### src/rtl/store_trace_pkg.sv
// Shared constants and types for the store trace logger.
// STORE_TRACE_TIMESTAMP_EN adds a 32-bit capture timestamp to every entry.
package store_trace_pkg;

  localparam logic [31:0] PASS_ADDR_DEF = 32'd84;
  localparam logic [31:0] PASS_DATA_DEF = 32'd7;

  localparam logic [1:0] ST_IDLE = 2'b00;
  localparam logic [1:0] ST_PASS = 2'b01;
  localparam logic [1:0] ST_FAIL = 2'b10;

  typedef struct packed {
`ifdef STORE_TRACE_TIMESTAMP_EN
    logic [31:0] stamp;
`endif
    logic [31:0] addr;
    logic [31:0] data;
  } entry_t;

  localparam int ENTRY_W = $bits(entry_t);

endpackage

### src/rtl/trace_fifo.sv
// First-word-fall-through FIFO; a push into a full FIFO is accepted only
// when a pop frees the head slot in the same cycle.
module trace_fifo #(
  parameter int WIDTH = 64,
  parameter int DEPTH = 8
) (
  input  logic                     clk,
  input  logic                     rst,
  input  logic                     push,
  input  logic                     pop,
  input  logic [WIDTH-1:0]         din,
  output logic [WIDTH-1:0]         dout,
  output logic                     full,
  output logic                     empty,
  output logic [$clog2(DEPTH):0]   count
);

  localparam int PTR_W = $clog2(DEPTH);
  localparam logic [PTR_W-1:0] PTR_ONE  = PTR_W'(1);
  localparam logic [PTR_W:0]   CNT_ONE  = (PTR_W + 1)'(1);
  localparam logic [PTR_W:0]   CNT_FULL = (PTR_W + 1)'(DEPTH);

  logic [WIDTH-1:0] mem_q [DEPTH];
  logic [PTR_W-1:0] wr_ptr_q, wr_ptr_d;
  logic [PTR_W-1:0] rd_ptr_q, rd_ptr_d;
  logic [PTR_W:0]   count_q, count_d;
  logic             push_ok, pop_ok;

  assign empty   = (count_q == '0);
  assign full    = (count_q == CNT_FULL);
  assign count   = count_q;
  assign pop_ok  = pop & ~empty;
  assign push_ok = push & (~full | pop_ok);
  // Gating with empty keeps the head at zero after reset without resetting storage.
  assign dout    = empty ? '0 : mem_q[rd_ptr_q];

  // NOTE: always_comb gives every output a default first so no latch is inferred.
  always_comb begin
    wr_ptr_d = wr_ptr_q;
    rd_ptr_d = rd_ptr_q;
    count_d  = count_q;
    if (push_ok) wr_ptr_d = wr_ptr_q + PTR_ONE;
    if (pop_ok)  rd_ptr_d = rd_ptr_q + PTR_ONE;
    case ({push_ok, pop_ok})
      2'b10:   count_d = count_q + CNT_ONE;
      2'b01:   count_d = count_q - CNT_ONE;
      default: count_d = count_q;
    endcase
  end

  // NOTE: sequential state uses non-blocking assignments so every flop samples pre-edge values.
  always_ff @(posedge clk or negedge rst) begin
    if (!rst) begin
      wr_ptr_q <= '0;
      rd_ptr_q <= '0;
      count_q  <= '0;
    end else begin
      wr_ptr_q <= wr_ptr_d;
      rd_ptr_q <= rd_ptr_d;
      count_q  <= count_d;
    end
  end

  // NOTE: storage is deliberately not reset; validity is tracked by count alone.
  always_ff @(posedge clk) begin
    if (push_ok) mem_q[wr_ptr_q] <= din;
  end

endmodule

### src/rtl/store_trace_logger.sv
// Buffers CPU store events for a debug drain port and detects lab pass/fail.
// Build with STORE_TRACE_TIMESTAMP_EN to add per-entry capture timestamps (out_time).
module store_trace_logger
  import store_trace_pkg::*;
#(
  parameter int          DEPTH     = 8,
  parameter logic [31:0] PASS_ADDR = PASS_ADDR_DEF,
  parameter logic [31:0] PASS_DATA = PASS_DATA_DEF,
  parameter int          CNT_W     = 16
) (
  input  logic                   clk,
  input  logic                   rst,
  input  logic                   memwrite,
  input  logic [31:0]            dataadr,
  input  logic [31:0]            writedata,
  output logic                   out_valid,
  input  logic                   out_ready,
  output logic [31:0]            out_addr,
  output logic [31:0]            out_data,
`ifdef STORE_TRACE_TIMESTAMP_EN
  output logic [31:0]            out_time,
`endif
  output logic [$clog2(DEPTH):0] count,
  output logic                   overflow,
  output logic                   pass,
  output logic                   fail,
  output logic [CNT_W-1:0]       store_cnt
);

  localparam logic [CNT_W-1:0] CNT_INC = CNT_W'(1);

  entry_t           wr_entry, rd_entry;
  logic             fifo_full, fifo_empty, pop;
  logic             overflow_q, overflow_d;
  logic [1:0]       state_q, state_d;
  logic [CNT_W-1:0] store_cnt_q, store_cnt_d;

`ifdef STORE_TRACE_TIMESTAMP_EN
  logic [31:0] time_q, time_d;

  assign time_d   = time_q + 32'd1;
  assign out_time = rd_entry.stamp;

  always_ff @(posedge clk or negedge rst) begin
    if (!rst) time_q <= '0;
    else      time_q <= time_d;
  end
`endif

  always_comb begin
    wr_entry      = '0;
    wr_entry.addr = dataadr;
    wr_entry.data = writedata;
`ifdef STORE_TRACE_TIMESTAMP_EN
    wr_entry.stamp = time_q;
`endif
  end

  assign pop = out_valid & out_ready;

  trace_fifo #(
    .WIDTH (ENTRY_W),
    .DEPTH (DEPTH)
  ) u_fifo (
    .clk   (clk),
    .rst   (rst),
    .push  (memwrite),
    .pop   (pop),
    .din   (wr_entry),
    .dout  (rd_entry),
    .full  (fifo_full),
    .empty (fifo_empty),
    .count (count)
  );

  assign out_valid = ~fifo_empty;
  assign out_addr  = rd_entry.addr;
  assign out_data  = rd_entry.data;

  always_comb begin
    overflow_d  = overflow_q | (memwrite & fifo_full & ~pop);
    store_cnt_d = store_cnt_q;
    if (memwrite && (store_cnt_q != '1)) store_cnt_d = store_cnt_q + CNT_INC;

    // The result watcher ignores FIFO occupancy; only the first store to PASS_ADDR counts.
    state_d = state_q;
    if ((state_q == ST_IDLE) && memwrite && (dataadr == PASS_ADDR))
      state_d = (writedata == PASS_DATA) ? ST_PASS : ST_FAIL;
  end

  always_ff @(posedge clk or negedge rst) begin
    if (!rst) begin
      overflow_q  <= 1'b0;
      store_cnt_q <= '0;
      state_q     <= ST_IDLE;
    end else begin
      overflow_q  <= overflow_d;
      store_cnt_q <= store_cnt_d;
      state_q     <= state_d;
    end
  end

  assign overflow  = overflow_q;
  assign store_cnt = store_cnt_q;
  assign pass      = (state_q == ST_PASS);
  assign fail      = (state_q == ST_FAIL);

endmodule

### config.mk
export PLATFORM = sky130hd
export DESIGN_NAME = store_trace_logger
export DESIGN_NICKNAME = d
export VERILOG_FILES = /design/src/rtl/store_trace_pkg.sv /design/src/rtl/trace_fifo.sv /design/src/rtl/store_trace_logger.sv
export SDC_FILE = /design/constraint.sdc
export NUM_CORES = 1
export LEC_CHECK = 0
export BUFFER_PORTS_ARGS = -buffer_cell sky130_fd_sc_hd__buf_4
export CAP_MARGIN = 20
export CORE_MARGIN = 4
export CORE_UTILIZATION = 45
export DETAILED_ROUTE_END_ITERATION = 10
export RECOVER_POWER = 25
export SKIP_LAST_GASP = 1
export SYNTH_ARGS = -nofsm -noshare
export SYNTH_HDL_FRONTEND = slang
export SYNTH_HIERARCHICAL = 1
export SYNTH_SLANG_ARGS = --single-unit
### constraint.sdc
create_clock -name clk -period 9.15 [get_ports clk]
set_clock_uncertainty 0.05 [all_clocks]
set_input_delay 1.83 -clock clk [delete_from_list [all_inputs] [get_ports clk]]
set_output_delay 1.83 -clock clk [all_outputs]
set_load 0.01 [all_outputs]
==> run_results.csv <==
group,metric,value,unit
run_status,status,"complete, but fails checks",
run_status,violations,"max-capacitance violations, max-slew violations",
timing,final_max_slew_viol_count,30,
drt,drtPass1Iterations,5,
final_layout,multi_input_area,0.00485,mm²
drt,drc,0,
clock_network,cts_buffers,53,
place,dp_hpwl,23600,µm
synthesis,synthXorXnorAreaFrac,0.00576,
worst_hold_path,worstHoldStart,"overflow",
synthesis,synth-edff-count,512,
synthesis,synth.net_count,1072,
global_route,grtUsageMet2,0.278,
floorplanning,dieArea,0.0508,mm²
timing,fin_ws,3990,ps
drt,vias_per_cell,5.54,
global_route,gr-total-overflow,0,
timing,max_freq,194,MHz
timing,final.setup.tns,0,ps
final_layout,instances_no_fill,1829,
worst_setup_path,worstReg2RegEnd,"u_fifo/mem_q[6][34]",
timing,min_period_over_period,0.564,
pwr,p_leak,8.22,nW
timing,whs,448,ps
floorplanning,row_count,79,
place,dp_cells,1732,
synthesis,muxShareOfSynthArea,0.170,
pwr,comb_power_share,0.322,
synthesis,netlist_area,0.0213,mm²
synthesis,syn_avg_cell_area,21.3,µm²
clock_network,cts.sinks,541,
synthesis,seq_area_frac_synth,0.756,
floorplanning,pin_count,156,
synthesis,postSynth.asyncResetShare,0.0536,
clock_network,ctsHtreeMaxLevel,2,
worst_setup_path,cp_data_required_time,7270,ps
timing,tightestPinTransition,1800,ps
clock_network,cts.repair.resized,0,
global_route,grt_max_degree,117,
synthesis,synth_cell_types,54,
drt,num_vias,10138,
global_route,grt_pass1_wl,65700,µm
global_route,antenna_found_initial,3,
clock_network,clk_latency,590,ps
timing,hold_violations,0,
place,placed_cell_area,0.0231,mm²
pwr,ir_drop,0.245,mV
global_route,grt_use_total,0.170,
clock_network,holdBufCountCts,0,
worst_setup_path,r2r_setup_slack,4350,ps
timing,relSlewSlack,-0.197,
pwr,switching_share,0.303,
worst_setup_path,arrival,3280,ps
drt,initialDrtViolationCount,694,
synthesis,ys_ff_latch,541,
worst_hold_path,hold_path_end,"overflow",
floorplanning,initial_core_util,0.456,
synthesis,yosysWarningCount,6,
worst_setup_path,cp-end-kind,"output pin",
drt,antenna_left,0,
worst_hold_path,holdPathStages,1,
floorplanning,dieWidth,225,µm
final_layout,seq_area,0.0161,mm²
worst_hold_path,hold_class,"register to register",
final_layout,fillers,3705,
global_route,grt_busiest_layer,"met2",
place,gp_congestion,0.748,
pwr,seqPwrFrac,0.416,
pwr,p_switching,2.40,mW
floorplanning,coreArea,0.0467,mm²
global_route,grt_use_met3,0.0410,
timing,rsz0062_at_grt,"no",
floorplanning,die_y,225,µm
final_layout,finish.instance_area,0.0246,mm²
worst_setup_path,worstReg2RegStart,"u_fifo/count[1]",
timing,period_minus_slack,5160,ps
worst_setup_path,critPathLaunchType,"register",
synthesis,synth_fa_ha_area_frac,0.00388,
worst_setup_path,crit_start,"u_fifo/rd_ptr_q[0]",
place,pre_cts_slack,3780,ps
synthesis,synth-simple-area-share,0.0366,
job,drv_cap,1,
clock_network,cts-root-buf,"clkbuf_16",
synthesis,synth-compound-area-share,0.00894,
global_route,grt_pass1_vias,10762,
worst_setup_path,worstPathMaxFanout,116,
worst_setup_path,reg2regPathDepth,8,
pwr,p_int,5.53,mW
pwr,power.share.clock,0.262,
global_route,grt_util_met1,0.238,
synthesis,synthFlopType,"edfxtp_1",
worst_setup_path,timing_worst_setup_path_type,"register to output pin",
pwr,pwr_density_cell,323,mW/mm²
final_layout,area_growth,15.5,%
place,portBuffers,155,
clock_network,cts_tree,"yes",
timing,setup_viol,0,
clock_network,post_cts_buffers,0,
synthesis,synth_top_family_by_area,"multiplexers",
final_layout,fin_nets,1254,
final_layout,drive_above_1_share,0.290,
drt,routed_wl,43000,µm
clock_network,clkSlewWorstSetupHoldPaths,60,ps
drt,wl_per_cell,23.5,µm
clock_network,clock_path_buffers,3,
synthesis,synthCells,998,
[cells by family after synthesis]
group	Yosys count
AOI/OAI and AO/OA	26
xor gates and xnor gates	14
adders and majority gates	6
buffers and inverters	53
DFF	541
muxes	201
and+or+nand+nor	157
[power groups by stage]
| stage | logic, mW | clock network (mW) | registers [mW] |
|---|---|---|---|
| after floorplan | 1.74 | 0 | 3.29 |
| after global placement | 2.62 | 0 | 3.34 |
| after detailed placement | 2.63 | 0 | 3.35 |
| after CTS | 2.63 | 2.14 | 3.30 |
| after global routing | 2.77 | 2.25 | 3.34 |
| final | 2.55 | 2.08 | 3.30 |
[stage by stage]
| stage | utilization | power (mW) |
|---|---|---|
| 6_report | 0.527 | 7.93 |
| 3_5_place_dp | 0.494 | 5.98 |
| 3_3_place_gp | 0.494 | 5.96 |
| 2_1_floorplan | - | 5.04 |
| 5_1_grt | 0.527 | 8.36 |
| 4_1_cts | 0.530 | 8.07 |
[synthesized netlist by cell type, drive strengths merged (2+ instances only)]
cell,number,area (µm²)
edfxtp,512,15400
mux4,128,2880
nor2,77,289
mux2i,67,671
buf,41,338
dfrtp,29,726
nand2,14,52.6
nor4,14,87.6
nor3,11,60.1
nand3,9,45.0
nand4,8,65.1
xnor2,8,70.1
inv,7,26.3
mux2,6,71.3
o21ai,6,30.0
xor2,6,52.6
ha,5,62.6
a21oi,4,20.0
clkbuf,4,15.0
nand2b,4,25.0
nor2b,4,25.0
nor4b,3,26.3
or4,3,26.3
a31oi,2,12.5
a41oi,2,17.5
and2,2,12.5
and3,2,12.5
and4,2,17.5
nor4bb,2,20.0
[layer usage]
layer / vias up / part of all wire
met3: 53 / 0.059
met1: 5381 / 0.43
met5: - / 0.00065
li1: 4481 / -
met4: 4 / 0.014
met2: 219 / 0.50
[final cells by class]
| type | instances | area share |
|---|---|---|
| Antenna cell | 1 | 0.000102 |
| Timing Repair Buffer | 172 | 0.0472 |
| Clock buffer | 66 | 0.0589 |
| Multi-Input combinational cell | 404 | 0.197 |
| Tap cell | 607 | 0.0309 |
| Clock inverter | 30 | 0.00881 |
| Sequential cell | 541 | 0.656 |
| Inverter | 8 | 0.00127 |
[registers in the layout, summed over array words and instances (netlist names)]
signal	cells
store_cnt	16
u_fifo/count	4
state_q	2
overflow	1
u_fifo/rd_ptr_q	3
u_fifo/mem_q	512
u_fifo/wr_ptr_q	3
[layout by cell type, fill, tap and decap left out, drive strengths merged, types with 2 or more instances in the layout]
master | Yosys | routed
or4 | 3 | 3
nor2b | 4 | 4
clkbuf | 4 | 104
a31oi | 2 | 2
ha | 5 | 5
nor3 | 11 | 11
nand4 | 8 | 8
clkinv | 1 | 27
a21oi | 4 | 4
nor4 | 14 | 14
nor4bb | 2 | 2
nand3 | 9 | 9
inv | 7 | 8
nand2b | 4 | 4
mux2i | 67 | 67
xor2 | 6 | 6
nand2 | 14 | 14
mux2 | 6 | 6
nor4b | 3 | 3
o21ai | 6 | 6
and3 | 2 | 2
edfxtp | 512 | 512
bufinv | 0 | 3
buf | 41 | 134
dfrtp | 29 | 29
a41oi | 2 | 2
nor2 | 77 | 77
mux4 | 128 | 128
and4 | 2 | 2
and2 | 2 | 2
xnor2 | 8 | 8
[worst max-delay path, cell delays in order, from the launching register on]
cell and delay (ps):
dfrtp_4 630, buf_12 700, mux4_2 600, mux2i_1 280
nor2_1 90, buf_4 170
[worst max-delay path by stage]
stage,depth (start not counted),end,slack (ps)
global placement,7,u_fifo/mem_q[6][36],3850
CTS,5,out_data[3],3940
floorplan,5,u_fifo/mem_q[0][0],100
global route,5,out_data[3],3780
finish,5,out_data[3],3990
detailed placement,7,u_fifo/mem_q[6][35],3780
Note: power is estimated with default switching activity, not from simulation.
